==> src/rtl/word_sum_pkg.sv <==
// Shared types and helpers for the word_sum_seq block: DNA digit encoding,
// FSM state enum and the GC-digit predicate.
package word_sum_pkg;

    typedef logic [1:0] dna_digit_t;

    localparam dna_digit_t BASE_A = 2'd0;
    localparam dna_digit_t BASE_C = 2'd1;
    localparam dna_digit_t BASE_G = 2'd2;
    localparam dna_digit_t BASE_T = 2'd3;

    typedef enum logic [1:0] {
        IDLE = 2'd0,
        SUM  = 2'd1,
        DONE = 2'd2
    } ws_state_t;

    // C and G are the "GC" bases; A and T are not.
    function automatic logic is_gc(input dna_digit_t d);
        return (d == BASE_C) || (d == BASE_G);
    endfunction

endpackage

==> src/rtl/word_chunk_sum.sv <==
// Combinational sum of P DNA digits and, when WORD_SUM_SEQ_GC_EN is defined,
// the count of those digits that are C or G.
module word_chunk_sum
    import word_sum_pkg::*;
#(
    parameter int P     = 1,
    parameter int SUM_W = 10
`ifdef WORD_SUM_SEQ_GC_EN
    ,
    parameter int CNT_W = 3
`endif
) (
    input  logic [2*P-1:0]   chunk,
    output logic [SUM_W-1:0] sum
`ifdef WORD_SUM_SEQ_GC_EN
    ,
    output logic [CNT_W-1:0] gc
`endif
);

    // Add the P zero-extended digits of the chunk.
    always_comb begin
        sum = '0;
        for (int k = 0; k < P; k++) begin
            sum = sum + SUM_W'(chunk[2*k +: 2]);
        end
    end

`ifdef WORD_SUM_SEQ_GC_EN
    // Count digits of the chunk that are C or G.
    always_comb begin
        gc = '0;
        for (int k = 0; k < P; k++) begin
            gc = gc + CNT_W'(is_gc(chunk[2*k +: 2]));
        end
    end
`endif

endmodule

==> src/rtl/word_sum_seq.sv <==
// Sequential word digit-sum: accepts an N-digit DNA word over a valid/ready
// handshake, accumulates P digits per clock, and returns the digit sum (and
// optionally the GC count) over a second valid/ready handshake.
// Optional feature macro: WORD_SUM_SEQ_GC_EN builds the GC counter; without
// it gc_out is tied to 0.
//
// Handshake: a transfer happens on a rising edge where valid && ready are both
// 1. in_ready, out_valid and busy come from the state register only, so they
// never depend combinationally on in_valid or out_ready.
module word_sum_seq
    import word_sum_pkg::*;
#(
    parameter int N     = 4,
    parameter int P     = 1,
    parameter int SUM_W = 10,
    parameter int CNT_W = $clog2(N + 1)
) (
    input  logic             clk,
    input  logic             rst,
    input  logic             in_valid,
    output logic             in_ready,
    input  logic [2*N-1:0]   word_in,
    output logic             out_valid,
    input  logic             out_ready,
    output logic [SUM_W-1:0] sum_out,
    output logic [CNT_W-1:0] gc_out,
    output logic             busy
);

    localparam int BEATS  = N / P;
    localparam int BEAT_W = (BEATS > 1) ? $clog2(BEATS) : 1;

    // Reject parameter sets the datapath cannot handle.
    if (N < 1) begin : g_bad_n
        $error("word_sum_seq: N must be at least 1");
    end
    if ((P < 1) || (N % P != 0)) begin : g_bad_p
        $error("word_sum_seq: N must be a multiple of P");
    end
    if (SUM_W < $clog2(3 * N + 1)) begin : g_bad_sum_w
        $error("word_sum_seq: SUM_W too narrow for 3*N");
    end

    ws_state_t          state;
    ws_state_t          state_nxt;
    logic [2*N-1:0]     shift_reg;
    logic [BEAT_W-1:0]  beat_cnt;
    logic [SUM_W-1:0]   sum_acc;
    logic [SUM_W-1:0]   chunk_sum;
    logic               accept;
    logic               last_beat;

    assign accept    = in_valid && (state == IDLE);
    assign last_beat = (beat_cnt == BEAT_W'(BEATS - 1));

    assign in_ready  = (state == IDLE);
    assign out_valid = (state == DONE);
    assign busy      = (state != IDLE);
    assign sum_out   = sum_acc;

`ifdef WORD_SUM_SEQ_GC_EN
    logic [CNT_W-1:0] gc_acc;
    logic [CNT_W-1:0] chunk_gc;

    word_chunk_sum #(
        .P     (P),
        .SUM_W (SUM_W),
        .CNT_W (CNT_W)
    ) u_chunk (
        .chunk (shift_reg[2*P-1:0]),
        .sum   (chunk_sum),
        .gc    (chunk_gc)
    );

    // GC accumulator: cleared on accept, advanced once per SUM beat.
    always_ff @(posedge clk or posedge rst) begin
        if (rst) begin
            gc_acc <= '0;
        end else if (accept) begin
            gc_acc <= '0;
        end else if (state == SUM) begin
            gc_acc <= gc_acc + chunk_gc;
        end
    end

    assign gc_out = gc_acc;
`else
    word_chunk_sum #(
        .P     (P),
        .SUM_W (SUM_W)
    ) u_chunk (
        .chunk (shift_reg[2*P-1:0]),
        .sum   (chunk_sum)
    );

    assign gc_out = '0;
`endif

    // FSM state register.
    always_ff @(posedge clk or posedge rst) begin
        if (rst) begin
            state <= IDLE;
        end else begin
            state <= state_nxt;
        end
    end

    // Next-state decode.
    always_comb begin
        state_nxt = state;
        case (state)
            IDLE:    if (in_valid) state_nxt = SUM;
            SUM:     if (last_beat) state_nxt = DONE;
            DONE:    if (out_ready) state_nxt = IDLE;
            default: state_nxt = IDLE;
        endcase
    end

    // Datapath: latch the word on accept, then shift out P digits per beat
    // while summing them.
    always_ff @(posedge clk or posedge rst) begin
        if (rst) begin
            shift_reg <= '0;
            beat_cnt  <= '0;
            sum_acc   <= '0;
        end else if (accept) begin
            shift_reg <= word_in;
            beat_cnt  <= '0;
            sum_acc   <= '0;
        end else if (state == SUM) begin
            shift_reg <= shift_reg >> (2 * P);
            beat_cnt  <= beat_cnt + BEAT_W'(1);
            sum_acc   <= sum_acc + chunk_sum;
        end
    end

endmodule

==> config.mk <==
export PLATFORM = sky130hd
export DESIGN_NAME = word_sum_seq
export DESIGN_NICKNAME = d
export VERILOG_FILES = /design/src/rtl/word_sum_pkg.sv /design/src/rtl/word_chunk_sum.sv /design/src/rtl/word_sum_seq.sv
export SDC_FILE = /design/constraint.sdc
export NUM_CORES = 1
export LEC_CHECK = 0
export BUFFER_PORTS_ARGS = -buffer_cell sky130_fd_sc_hd__buf_2
export CAP_MARGIN = 30
export CORE_ASPECT_RATIO = 0.7
export CORE_MARGIN = 2
export CORE_UTILIZATION = 42
export DETAILED_ROUTE_END_ITERATION = 12
export GPL_TIMING_DRIVEN = 0
export SETUP_SLACK_MARGIN = 0.4
export SYNTH_ARGS = -nofsm -noshare
export SYNTH_HDL_FRONTEND = slang
export SYNTH_HIERARCHICAL = 1
export SYNTH_SLANG_ARGS = --single-unit
export TNS_END_PERCENT = 30
==> constraint.sdc <==
create_clock -name clk -period 3.08 [get_ports clk]
set_clock_uncertainty 0.1 [all_clocks]
set_input_delay 0.462 -clock clk [delete_from_list [all_inputs] [get_ports clk]]
set_output_delay 0.462 -clock clk [all_outputs]
set_load 0.1 [all_outputs]
Word level (Yosys, flattened, before mapping):

Cells that the tools add are included.
Widths: inputs -> output; s select.

* register bits: 22
* input bits: 12
* output and inout bits: 16
* word-level logic and storage cells: 27

* add/sub/neg operators: 2
* equal/unequal tests: 6
* mux-type cells: 10
* reduce and logical (&&, ||, !) cells: 5

Operators with widths (count)
* $mux 10: 2
* $mux 8: 2
* $add 10x2->10: 1
* $mux 2: 5
* $pmux 2 s3: 1
* $eq 2x2->1 const B: 2
* $ne 2x2->1 const B: 2
* $reduce_bool 2->1: 2
* $reduce_and 3->1: 1
* $add 2x1->2 const B: 1
* $eq 2x1->1 const B: 1
* $logic_not 2->1: 1
* $ne 2x1->1 const B: 1
* $logic_and 1x1->1: 1

Depth between registers and ports, before layout:

* depth in word-level cells: 3
* depth in mapped cells: 9
* gate-level depth less buffers: 8

Cells and area by module:

Netlist, hierarchy kept.

By module, submodules not included
* word_sum_seq: times used 1, cells each 130, area each 1332.5 µm², seq. area each 550.5 µm²
* word_chunk_sum: times used 1, cells each 11, area each 78.8 µm², seq. area each 0.0 µm²

Least setup slack after synthesis:

Ideal clock, no wire load.

* path kind: register to output
* start point: reg state[1]
* end point: out busy
* arrival time: 2.833 ns
* required time: 2.518 ns
* setup slack: -0.315 ns
* cell stages (with the launch flop): 4
* buffers on the path: 1
* path through: dfrtp_1 -> clkbuf_1 -> nor2_1 -> inv_1

* cells in the longest elaborated chain, start to end: 1

Ends and longest elaborated chain
* start: declaration: RTL line word_sum_seq.sv:44 `ws_state_t state;`
* start signal: assignment: RTL line word_sum_seq.sv:104 `state <= state_nxt;`
* $reduce_bool 2->1: RTL line word_sum_seq.sv:58 `assign busy = (state != IDLE);`
* end: declaration: RTL line word_sum_seq.sv:27 `output logic busy`

No other way between the ends.

Worst setup path after layout:

* start point: reg shift_reg[0]
* end point: reg sum_acc[8] (netlist: sum_out[8])

* cells in the longest elaborated chain, start to end: 3

Ends and longest elaborated chain
* start: declaration: RTL line word_sum_seq.sv:46 `logic [2*N-1:0] shift_reg;`
* start signal: assignment: RTL line word_sum_seq.sv:127 `shift_reg <= word_in;`
* start signal: assignment: RTL line word_sum_seq.sv:131 `shift_reg <= shift_reg >> (2 * P);`
* $add 10x2->10: RTL line word_sum_seq.sv:133 `sum_acc <= sum_acc + chunk_sum;`
* $mux 10: RTL line word_sum_seq.sv:130 `end else if (state == SUM) begin`
* $mux 10: RTL line word_sum_seq.sv:126 `end else if (accept) begin`
* end signal: assignment: RTL line word_sum_seq.sv:133
* end: declaration: RTL line word_sum_seq.sv:48 `logic [SUM_W-1:0] sum_acc;`

No other way between the ends. The select of a mux whose other input is x is not followed.
A chain may end at the register's enable or synchronous reset.

==> metrics <==
outcome completed; setup TNS 0 ns; core area 3169 sq um; kind of critical path flop to flop; vias post-DR 1,048; H-tree Lvls 1; CTS resizes 0; Syn-to-layout area delta 17.73%; commonest non-fill, non-tap cells in the layout buf_2, dfrtp_1, buf_4; Die X between 70 and 80 microns; Final nets 202; Period minus WS final 2.405 ns; Mapped Cells 141; crit-path max FO 3; critical-path cell list buf_4 > ha_1 > fa_1 > a21o_1 > a21oi_2 > o21bai_2 > a221oi_2 > xnor2_1 > a22o_1; WL/cell 12.42 microns; Slowest-stage cell, CP fa_1; unrepaired setup endpoints after global routing false; max-cap check violation count 0; crit share post-route 78.09%; # Post-CTS Setup Buffers 0; gr busiest metal met2; Least-Margin Pin Slew 0.8435 ns; Arrival @ worst endpoint roughly 2.5 ns; ys async rst share between 90% and 100%; clock sinks 22; post-route ant nets 0; global-route wire length before repair 4540 microns; Bufs on Longest Clock Path 2; hpwl dp between 2000 and 2500 microns; area share of the largest cell type after synthesis approximately two fifths; # fillers 299; Starting Density 44.53%; aggregate global-route resource usage 15.42%; Yosys warning count 6; top cells by area, synth dfrtp_1, ha_1, buf_4; Initial DRT Pass Iterations 4; CP endpoint kind flop; number of global-route vias before repair 1,078; RePlAce Congestion 0.7624; worst rel slew slack a little over two fifths; Synth Cell Area 1411 sq um; Yosys cell types 32; initial antenna violation count 0; GR Overflow Total 0; io pins 28; CP startpoint kind flop; GR Util met1 19.90%; share of layout cells above drive strength 1 27.53%; max reg flops 10; largest net degree at the start of global routing 23; Rows 17; root buffer cell clkbuf_8; fmax approximately 0.42 GHz; Hold Fails Final Rpt 0; met3 Use GR 4.231%; Seq cells post-synth 22; Core Util, Final 52.43%; Post-synth top flop dfrtp_1; vias per inst 4.852; Worst-path clk slew 0.08 ns; area leader, netlist dfrtp_1; CTS tree yes; initial drt markers 24; endpoints failing setup 0; Die Y 52.50 microns; Worst EP required roughly 3.1 ns; IO Port Bufs 24; # DRC 0; worst-skew pair later-pin latency 0.26 ns; Max Slew Vio Count 0; Post-CTS Hold Buffers 0; DIE AREA 3847 sq um; Num CTS Buffers 3; post-synthesis sequential area ratio between 30% and 40%; HP Class primary input to async pin; Synth Area per Inst 10.01 sq um; WL final 2683 microns; met2 usage in global routing 26.58%; delay of the slowest critical-path stage 0.41 ns; number of synthesized flops with an enable pin 0; diode count 0; most common cell after layout, fill and taps aside buf_2
cells by family after synthesis:
family	after synthesis	synth area share, %
AND/OR/NAND/NOR	26	10.46
buffers and inverters	24	9.840
other	2	0.5321
AO/OA/AOI/OAI	47	24.02
multiplexers	2	1.507
XOR/XNOR	7	4.344
adder cells (fa/ha/maj)	11	10.28
flip-flops	22	39.01
layer usage:
layer / wire [microns] / share of wire [%]
met2: 1182 / 44
met5: 0 / 0
met4: 7 / 0.26
met3: 105 / 3.9
met1: 1388 / 52
stage by stage:
step / area [sq um] / hold slack (ns) / cells / setup slack, ns
2_1_floorplan: 1449 / 0.3512 / 150 / 0.3757
5_1_grt: 1662 / 0.3510 / 216 / 0.5224
6_report: 1662 / 0.2612 / 216 / 0.6749
4_1_cts: 1662 / 0.3084 / 216 / 0.6318
3_5_place_dp: 1617 / 0.3971 / 212 / 0.6571
3_3_place_gp: 1617 / 0.3824 / 212 / 0.7205
synth_stat cells, types with 2 or more instances:
cell       n
a22oi_1    6
nand4b_1   2
nor2b_1   10
a22o_1    11
conb_1     2
a21o_1     3
nor2_1     3
a21oi_1   11
a21oi_2    2
xor2_1     2
dfrtp_1   22
ha_1      10
inv_1      5
o21ai_0    8
buf_4     13
clkbuf_1   6
xnor2_1    5
nand2_1    6
cell type report:
cell class	count	area (sq um)	area share, %
Clock buffer	4	45.04	2.711
Buffer	19	120.1	7.229
Timing Repair Buffer	24	120.1	7.229
Sequential cell	22	551.8	33.21
Multi-Input combinational cell	104	758.2	45.63
Tap cell	38	47.55	2.861
Inverter	5	18.77	1.130
critical path, delay by kind of cell (launching register included):
family                   cells  cell delay (ns)
AO/OA/AOI/OAI                5             0.97
XOR/XNOR                     1             0.10
adder cells (fa/ha/maj)      2             0.61
buffers and inverters        1             0.13
flip-flops                   1             0.39
final timing paths:
path,startpoint,end,slack [ns],depth (start not counted)
worst max-delay path,shift_reg[0]$_DFFE_PP0P_,sum_out[8]$_DFFE_PP0P_,0.67,9
worst min-delay path,rst,sum_out[6]$_DFFE_PP0P_,0.26,2
worst max register to register,shift_reg[0]$_DFFE_PP0P_,sum_out[8]$_DFFE_PP0P_,0.67,9
worst min register to register,shift_reg[6]$_DFFE_PP0P_,shift_reg[6]$_DFFE_PP0P_,0.41,1
max in group asynchronous,rst,sum_out[0]$_DFFE_PP0P_,2.04,2
min in group clk,word_in[6],shift_reg[6]$_DFFE_PP0P_,0.35,2
Power is left out: the tool's default activity adds up to more than one toggle a clock period on the data nets, which glitch-free logic cannot reach.
